[src/rtl/spi_word_target.sv]
// +----------------------------------------------------------------------------+
// | spi_word_target: mode-0 SPI target that moves WIDTH-bit words between the  |
// | SPI pins and a clk_sys_i receive FIFO / transmit holding register.         |
// | Optional macro: SPI_WORD_TARGET_ECHO_EN (fill word = last received word). |
// | Revision: 1.0                                                              |
// +----------------------------------------------------------------------------+
`timescale 1ns/1ps
`default_nettype none

module spi_word_target #(
  parameter int WIDTH    = 8,
  parameter int RX_DEPTH = 4
) (
  input  logic             clk_sys_i,
  input  logic             reset_i,
  input  logic             spi_sck_i,
  input  logic             spi_cs_ni,
  input  logic             spi_rx_i,
  output logic             spi_tx_o,
  output logic [WIDTH-1:0] rx_data_o,
  output logic             rx_valid_o,
  input  logic             rx_ready_i,
  input  logic [WIDTH-1:0] tx_data_i,
  input  logic             tx_valid_i,
  output logic             tx_ready_o,
  output logic             frame_start_o,
  output logic             frame_end_o,
  output logic             rx_overflow_o
);

  localparam int c_cw = (WIDTH > 1) ? $clog2(WIDTH) : 1;
  localparam int c_aw = (RX_DEPTH > 1) ? $clog2(RX_DEPTH) : 1;
  localparam logic [c_cw-1:0] c_last  = c_cw'(WIDTH - 1);
  localparam logic [c_aw:0]   c_depth = (c_aw + 1)'(RX_DEPTH);

  localparam logic [1:0] c_st_idle  = 2'd0;
  localparam logic [1:0] c_st_armed = 2'd1;
  localparam logic [1:0] c_st_skip  = 2'd2;

  // [0],[1] synchronizer, [2] edge-detect delay
  logic [2:0] r_sck_sync, r_cs_sync, r_mosi_sync;
  logic [1:0] r_settle;
  logic [1:0] r_state, w_next;

  logic w_sck_rise, w_sck_fall, w_cs_fall, w_cs_rise, w_cs_low, w_mosi;
  logic w_first, w_settled, w_armed, w_start, w_end;

  logic [WIDTH-2:0] r_rx_sr;
  logic [WIDTH-1:0] w_rx_next;
  logic [c_cw-1:0]  r_rx_cnt, r_tx_cnt;
  logic [WIDTH-1:0] r_tx_sr, r_hold, w_fill, w_load_word;
  logic             r_hold_full, w_tx_load, w_push;

  logic [WIDTH-1:0] r_mem [RX_DEPTH];
  logic [c_aw-1:0]  r_wr_ptr, r_rd_ptr;
  logic [c_aw:0]    r_count;
  logic             w_full, w_pop, w_wr;
  logic             r_overflow, r_frame_start, r_frame_end;

  always_ff @(posedge clk_sys_i) begin
    if (reset_i) begin
      r_sck_sync  <= 3'b000;
      r_cs_sync   <= 3'b111;
      r_mosi_sync <= 3'b000;
      r_settle    <= 2'd0;
    end else begin
      r_sck_sync  <= {r_sck_sync[1:0], spi_sck_i};
      r_cs_sync   <= {r_cs_sync[1:0], spi_cs_ni};
      r_mosi_sync <= {r_mosi_sync[1:0], spi_rx_i};
      if (r_settle != 2'd3) r_settle <= r_settle + 2'd1;
    end
  end

  assign w_sck_rise = r_sck_sync[1] & ~r_sck_sync[2];
  assign w_sck_fall = ~r_sck_sync[1] & r_sck_sync[2];
  assign w_cs_fall  = ~r_cs_sync[1] & r_cs_sync[2];
  assign w_cs_rise  = r_cs_sync[1] & ~r_cs_sync[2];
  assign w_cs_low   = ~r_cs_sync[1];
  assign w_mosi     = r_mosi_sync[2];
  // Synchronizer carries its first post-reset CS sample when r_settle == 2;
  // a low CS there means we joined a frame already in progress.
  assign w_first    = (r_settle == 2'd2);
  assign w_settled  = (r_settle == 2'd3);

  always_ff @(posedge clk_sys_i) begin
    if (reset_i) r_state <= c_st_idle;
    else         r_state <= w_next;
  end

  always_comb begin
    w_next = r_state;
    case (r_state)
      c_st_idle: begin
        if (w_first && w_cs_low)        w_next = c_st_skip;
        else if (w_settled && w_cs_fall) w_next = c_st_armed;
      end
      c_st_armed: if (w_cs_rise) w_next = c_st_idle;
      c_st_skip:  if (w_cs_rise) w_next = c_st_idle;
      default:    w_next = c_st_idle;
    endcase
  end

  always_comb begin
    w_armed  = (r_state == c_st_armed);
    w_start  = (r_state == c_st_idle) && (w_next == c_st_armed);
    w_end    = (r_state != c_st_idle) && w_cs_rise;
    spi_tx_o = w_armed & w_cs_low & r_tx_sr[WIDTH-1];
  end

`ifdef SPI_WORD_TARGET_ECHO_EN
  logic [WIDTH-1:0] r_echo;
  always_ff @(posedge clk_sys_i) begin
    if (reset_i)   r_echo <= '0;
    else if (w_wr) r_echo <= w_rx_next;
  end
  assign w_fill = r_echo;
`else
  assign w_fill = '0;
`endif

  assign w_rx_next   = {r_rx_sr, w_mosi};
  assign w_push      = w_armed & w_sck_rise & (r_rx_cnt == c_last);
  assign w_tx_load   = w_start | (w_armed & w_sck_fall & (r_tx_cnt == c_last));
  assign w_load_word = r_hold_full ? r_hold : w_fill;

  always_ff @(posedge clk_sys_i) begin
    if (reset_i) begin
      r_rx_sr       <= '0;
      r_rx_cnt      <= '0;
      r_tx_cnt      <= '0;
      r_tx_sr       <= '0;
      r_hold        <= '0;
      r_hold_full   <= 1'b0;
      r_frame_start <= 1'b0;
      r_frame_end   <= 1'b0;
    end else begin
      r_frame_start <= w_start;
      r_frame_end   <= w_end;
      if (w_start) begin
        r_rx_cnt <= '0;
        r_tx_cnt <= '0;
        r_tx_sr  <= w_load_word;
      end else if (w_armed) begin
        if (w_sck_rise) begin
          r_rx_sr  <= w_rx_next[WIDTH-2:0];
          r_rx_cnt <= (r_rx_cnt == c_last) ? '0 : r_rx_cnt + c_cw'(1);
        end
        if (w_sck_fall) begin
          if (r_tx_cnt == c_last) begin
            r_tx_sr  <= w_load_word;
            r_tx_cnt <= '0;
          end else begin
            r_tx_sr  <= {r_tx_sr[WIDTH-2:0], 1'b0};
            r_tx_cnt <= r_tx_cnt + c_cw'(1);
          end
        end
      end
      if (w_tx_load && r_hold_full) begin
        r_hold_full <= 1'b0;
      end else if (tx_valid_i && !r_hold_full) begin
        r_hold      <= tx_data_i;
        r_hold_full <= 1'b1;
      end
    end
  end

  assign w_full = (r_count == c_depth);
  assign w_pop  = (r_count != '0) & rx_ready_i;
  // A pop in the same cycle makes room, so a full FIFO still accepts the word.
  assign w_wr   = w_push & (~w_full | w_pop);

  always_ff @(posedge clk_sys_i) begin
    if (reset_i) begin
      r_wr_ptr   <= '0;
      r_rd_ptr   <= '0;
      r_count    <= '0;
      r_overflow <= 1'b0;
    end else begin
      if (w_wr)  r_wr_ptr <= r_wr_ptr + c_aw'(1);
      if (w_pop) r_rd_ptr <= r_rd_ptr + c_aw'(1);
      r_count <= r_count + {{c_aw{1'b0}}, w_wr} - {{c_aw{1'b0}}, w_pop};
      if (w_push && !w_wr) r_overflow <= 1'b1;
    end
  end

  always_ff @(posedge clk_sys_i) begin
    if (w_wr) r_mem[r_wr_ptr] <= w_rx_next;
  end

  assign rx_valid_o    = (r_count != '0);
  assign rx_data_o     = rx_valid_o ? r_mem[r_rd_ptr] : '0;
  assign tx_ready_o    = ~r_hold_full;
  assign frame_start_o = r_frame_start;
  assign frame_end_o   = r_frame_end;
  assign rx_overflow_o = r_overflow;

endmodule

`default_nettype wire

[config.mk]
export PLATFORM = sky130hd
export DESIGN_NAME = spi_word_target
export DESIGN_NICKNAME = d
export VERILOG_FILES = /design/src/rtl/spi_word_target.sv
export SDC_FILE = /design/constraint.sdc
export NUM_CORES = 1
export LEC_CHECK = 0
export ABC_AREA = 1
export CORE_MARGIN = 2
export CORE_UTILIZATION = 53
export DETAILED_ROUTE_END_ITERATION = 12
export DONT_BUFFER_PORTS = 1
export PLACE_DENSITY = 0.74
export REMOVE_ABC_BUFFERS = 1
export SYNTH_ARGS = -nofsm -noshare
export SYNTH_HDL_FRONTEND = slang
export SYNTH_SLANG_ARGS = --single-unit
[constraint.sdc]
create_clock -name clk_sys_i -period 3.3 [get_ports clk_sys_i]
set_input_delay 0.495 -clock clk_sys_i [delete_from_list [all_inputs] [get_ports clk_sys_i]]
set_output_delay 0.495 -clock clk_sys_i [all_outputs]
set_load 0.05 [all_outputs]
==> run summary, run 1 <==
Number of antenna-violating nets in the routed design = 0
I/O pins = 29
Synthesis-stage register bit count = 87
WL met3 = 198 um
Synth area leader = dfxtp_1
Worst skew pair latency = 350 ps
Asr flop ratio synth = 0%
Antenna diode count = 0
M1 WL = 2780 um
Postcts setup bufs = 0
Max FO, Critical Path = 9
Met2 wire length = 3030 um
Synth unique cells = 30
DP Wirelength = 4360 um
Die Y-Extent = 87.2 um
Synth top area share = 30.0%
HP Class = in -> reg
Max-slew violations = 0
Largest net degree at the start of global routing = 30
Area delta synth->final = 7.47%
Placed Cells = 489
Slew HR = 41.0%
Synth top area cells = dfxtp_1 30%, edfxtp_1 26%, nor2_1 8.6%
Max H-tree Level = 3
Synth warnings = 0
Crit path launch type = flop
WP data arrival = 2880 ps
Row Count = 30
Worst Setup SP = r_state[1]
Core area = 6760 um2
Drt pass-1 iters = 4
Worst reg-to-reg path cell count = 13
Non-filler cells, final = 505
Worst-path clk slew = 90 ps
Worst Clk Skew = 8.96 ps
Mapped cell area = 3670 um2
Final setup vio count = 0
Crit Path Category = reg -> reg
PD cells = 603 nW/um2
WP data required = 3590 ps
Port Buf Inserts = 0
Top cells by count, synth = 84 x nor2_1, 55 x dfxtp_1, 52 x nand2_1
MaxCap Viol Count = 0
Post-CTS resize count = 0
Overall Global Routing Usage = 17.5%
CTS tree = yes
Synth Instances = 414
Critical Path Sink = r_count[2]
Most frequent cell after synthesis = nor2_1
Hold Fails Final Rpt = 0
Avg WL per Cell = 12.1 um
Drt drc = 0
Avg Inst Size Synth = 8.86 um2
Flop-to-flop setup slack = 710 ps
Top layer used by detailed routing = met4
Vias in the first global route = 2424
Outcome = finished clean
Main synth FF type = dfxtp_1
Routed wire length = 6090 um
Die Span X = 87.2 um
Max VDD drop = 0.325 mV
Vias/cell = 5.16
First-pass GRT wire length = 10400 um
CTS max path bufs = 2
Nets = 451
Fraction of the yosys area taken by sequential cells = 56.2%
Final period util = 78.5%
Tightest Pin Transition = 881 ps
Die area = 7600 um2
RSZ-0062 raised after global routing = false
Layout cells sized above 1 = 10.4%
DRT iter0 DRCs = 127
Fin Setup TNS = 0 ps
Critical R2R Launch = r_state[1]
Fmax = 386 MHz
Total CTS buffers = 9
Crit path time final = 2590 ps
Static leakage = 1.62 nW
Endpoint class of the critical path = flop
Initial core utilization = 54.3%
Cts hold-fix bufs = 0
CTS Sinks = 87
Root buffer cell = clkbuf_8
R2r endpoint = r_count[2]
Post-synth EDFFs = 32
Total gr overflow = 0
Routability cong. = 0.807
Via Count = 2607
Antenna violations before repair = 0
## worst max-delay path, cell delays in order (launching register included)
cell and delay [ps]:
dfxtp_1 340, inv_1 90, ha_1 190, inv_1 60, nor3_2 370, nand3b_2 250
ha_1 330, inv_1 60, ha_1 140, inv_1 50, fa_1 350, inv_1 70
o21ai_0 80, a21oi_1 150
## per-stage QoR
step,power [mW],hold WS [ps],cell area (um2),setup WS [ps],utilization [%]
finish,2.38,202,3940,708,58.3
global route,2.52,187,3940,449,58.3
CTS,2.40,191,3940,665,58.3
detailed placement,1.77,398,3770,684,55.8
global placement,1.75,390,3770,838,55.8
floorplan,1.64,388,3610,1010,-
## layer usage
layer / global-route usage, % / vias up
met5: 0 / -
met4: 8.25 / 0
met3: 3.32 / 8
met2: 29.8 / 49
met1: 21.6 / 1187
li1: - / 1363
## worst min path at each step
| stage | start | to | depth (start not counted) |
|---|---|---|---|
| final | reset_i | r_count[1] | 1 |
| after floorplan | r_mosi_sync[0] | r_mosi_sync[1] | 2 |
| after detailed placement | r_sck_sync[0] | r_sck_sync[1] | 2 |
| after global placement | r_mosi_sync[1] | r_mosi_sync[2] | 2 |
| after global routing | reset_i | r_count[1] | 1 |
| after CTS | reset_i | r_count[1] | 1 |
## kinds of logic (layout without fill, tap and decap cells)
group                    after synthesis  count (layout)  synth area share (%)
AO/OA/AOI/OAI                         75              75                  10.5
XOR/XNOR                               1               1                 0.239
adder cells (fa/ha/maj)               16              16                  5.66
buffers and inverters                 57              68                  6.11
flip-flops                            87              87                  56.2
AND/OR/NAND/NOR                      178             178                  21.2
## sequential cells by signal, summed over array words and instances (netlist names), named ones only
register and cells:
frame_end_o 1, frame_start_o 1, r_count 3, r_cs_sync 3
r_hold 8, r_hold_full 1, r_mem 32, r_mosi_sync 3
r_rd_ptr 2, r_rx_cnt 3, r_rx_sr 7, r_sck_sync 3
r_settle 2, r_state 2, r_tx_cnt 3, r_tx_sr 8
r_wr_ptr 2, rx_overflow_o 1
## power breakdown
part	switching (mW)	total [mW]	internal (mW)
logic	0.362	0.520	0.158
registers	0.0669	1.22	1.15
clock network	0.366	0.640	0.274
total	0.795	2.38	1.58
## layout by cell type, fill, tap and decap left out
master	Yosys	layout
a211oi_1	1	1
a21oi_1	29	29
a31oi_1	1	1
buf_4	0	8
clkbuf_8	0	9
clkinv_2	0	3
clkinv_4	0	2
clkinvlp_4	0	1
dfxtp_1	55	55
edfxtp_1	32	32
fa_1	1	1
ha_1	15	15
inv_1	38	38
inv_2	6	6
inv_6	0	1
nand2_1	52	52
nand2_2	5	5
nand3_1	25	25
nand3_2	1	1
nand3_4	1	1
nand3b_2	1	1
nor2_1	84	84
nor2_2	1	1
nor2_4	1	1
nor3_1	2	2
nor3_2	1	1
nor3_4	1	1
nor4_1	1	1
o21ai_0	34	34
o21ai_1	7	7
o21bai_1	3	3
or2_2	2	2
xnor2_1	1	1
## final cells by class
class / instances / area [um2]
clock inverter: 7 / 48.8
clock buffer: 9 / 124
fill: 612 / 2820
sequential: 87 / 2060
multi-input combinational: 270 / 1380
inverter: 44 / 165
tap: 80 / 100
timing repair buffer: 8 / 60.1
(Power assumes the default switching activity.)
==> run 2, diff against run 1 <==
clock period = 2.4 ns   (was 3.3 ns; I/O delays follow)
==> run summary, run 2 (synthesis gave the netlist of run 1 again) <==
Outcome = finished clean
Commonest non-fill, non-tap cell in the layout = nor2_1
Non-filler cells, final = 515
I/O pins = 29
Layout Utilization = 60.0%
Routability cong. = 0.847
Postcts setup bufs = 0
Tightest Pin Transition = 601 ps
WP data arrival = 1840 ps
Routed wire length = 6470 um
Max H-tree Level = 3
Max FFs per register = 32
Final period util = 91.8%
Pwr Total = 3.47 mW
Area delta synth->final = 10.6%
Max FO, Critical Path = 17
Die Y-Extent = 87.2 um
Worst Clk Skew = 8.29 ps
Antenna violations before repair = 0
Most frequent cells in the layout = 84 x nor2_1, 55 x dfxtp_1, 52 x nand2_1
Total gr overflow = 0
Drt pass-1 iters = 4
Max-slew violations = 0
Final setup vio count = 0
Post-CTS resize count = 0
Cts hold-fix bufs = 0
Drt drc = 0
Fin Setup TNS = 0 ps
Root buffer cell = clkbuf_8
Worst-path clk slew = 80 ps
CTS max path bufs = 2
Total CTS buffers = 9
Via Count = 2658
Port Buf Inserts = 0
WP data required = 2040 ps
Vias/cell = 5.16
PD cells = 857 nW/um2
Nets = 461
Layout cells sized above 1 = 12.2%
Static leakage = 1.69 nW
Worst skew pair latency = 350 ps
Antenna diode count = 0
Largest net degree at the start of global routing = 21
Core area = 6760 um2
Placed Cells = 499
Row Count = 30
Initial core utilization = 54.3%
Vias in the first global route = 2437
Largest Register = r_mem
DRT iter0 DRCs = 106
Overall Global Routing Usage = 18.2%
Crit Path Category = reg -> out
DP Wirelength = 4540 um
First-pass GRT wire length = 10800 um
HP Class = in -> reg
Endpoint class of the critical path = primary output
Crit path time final = 2200 ps
Crit path launch type = flop
RSZ-0062 raised after global routing = false
Largest regs = r_mem x32, r_hold x8, r_tx_sr x8
Number of antenna-violating nets in the routed design = 0
Die area = 7600 um2
Fmax = 454 MHz
Slew HR = 59.9%
CTS tree = yes
Avg WL per Cell = 12.6 um
Die Span X = 87.2 um
MaxCap Viol Count = 0
Hold Fails Final Rpt = 0
Max VDD drop = 0.366 mV
CTS Sinks = 87
[run 2: per-stage QoR]
| step | area (um2) | hold slack, ps | setup slack, ps |
|---|---|---|---|
| 2_1_floorplan | 3610 | 388 | 114 |
| 3_3_place_gp | 3840 | 393 | 289 |
| 5_1_grt | 4060 | 51.1 | 34.0 |
| 3_5_place_dp | 3840 | 394 | 202 |
| 4_1_cts | 4060 | 62.1 | 160 |
| 6_report | 4060 | 73.7 | 198 |
[run 2: final cells by class]
class / count / area (um2)
clock buffer: 9 / 124
fill: 599 / 2700
inverter: 44 / 165
sequential: 87 / 2060
tap: 80 / 100
clock inverter: 7 / 87.6
timing repair buffer: 18 / 135
multi-input combinational: 270 / 1380
[run 2: worst max-delay path, cell delays in order (launching register included)]
cell and delay (ps):
dfxtp_1 710, inv_2 240, o21ai_0 240, a21oi_1 90, buf_4 210
[run 2: worst paths after layout]
kind,from,endpoint,slack [ps],cells after the start
min reg2reg,r_sck_sync[0],r_sck_sync[1],400,2
max,flop,rx_data_o[1],200,4
min,reset_i,r_state[1],70,1
max reg2reg,r_count[1],r_count[2],230,10
[run 2: power by group]
part           internal, mW  switching (mW)  total, mW
logic                 0.221           0.508      0.728
clock network         0.579           0.490       1.07
registers              1.58          0.0936       1.68
[run 2: routing by layer]
metal / up-vias / share of wire [%] / GRT usage [%]
li1: 1384 / - / -
met1: 1216 / 45 / 21.6
met2: 45 / 50 / 31.8
met3: 13 / 3.7 / 4.27
met4: 0 / 1.7 / 7.55
met5: - / 0 / 0
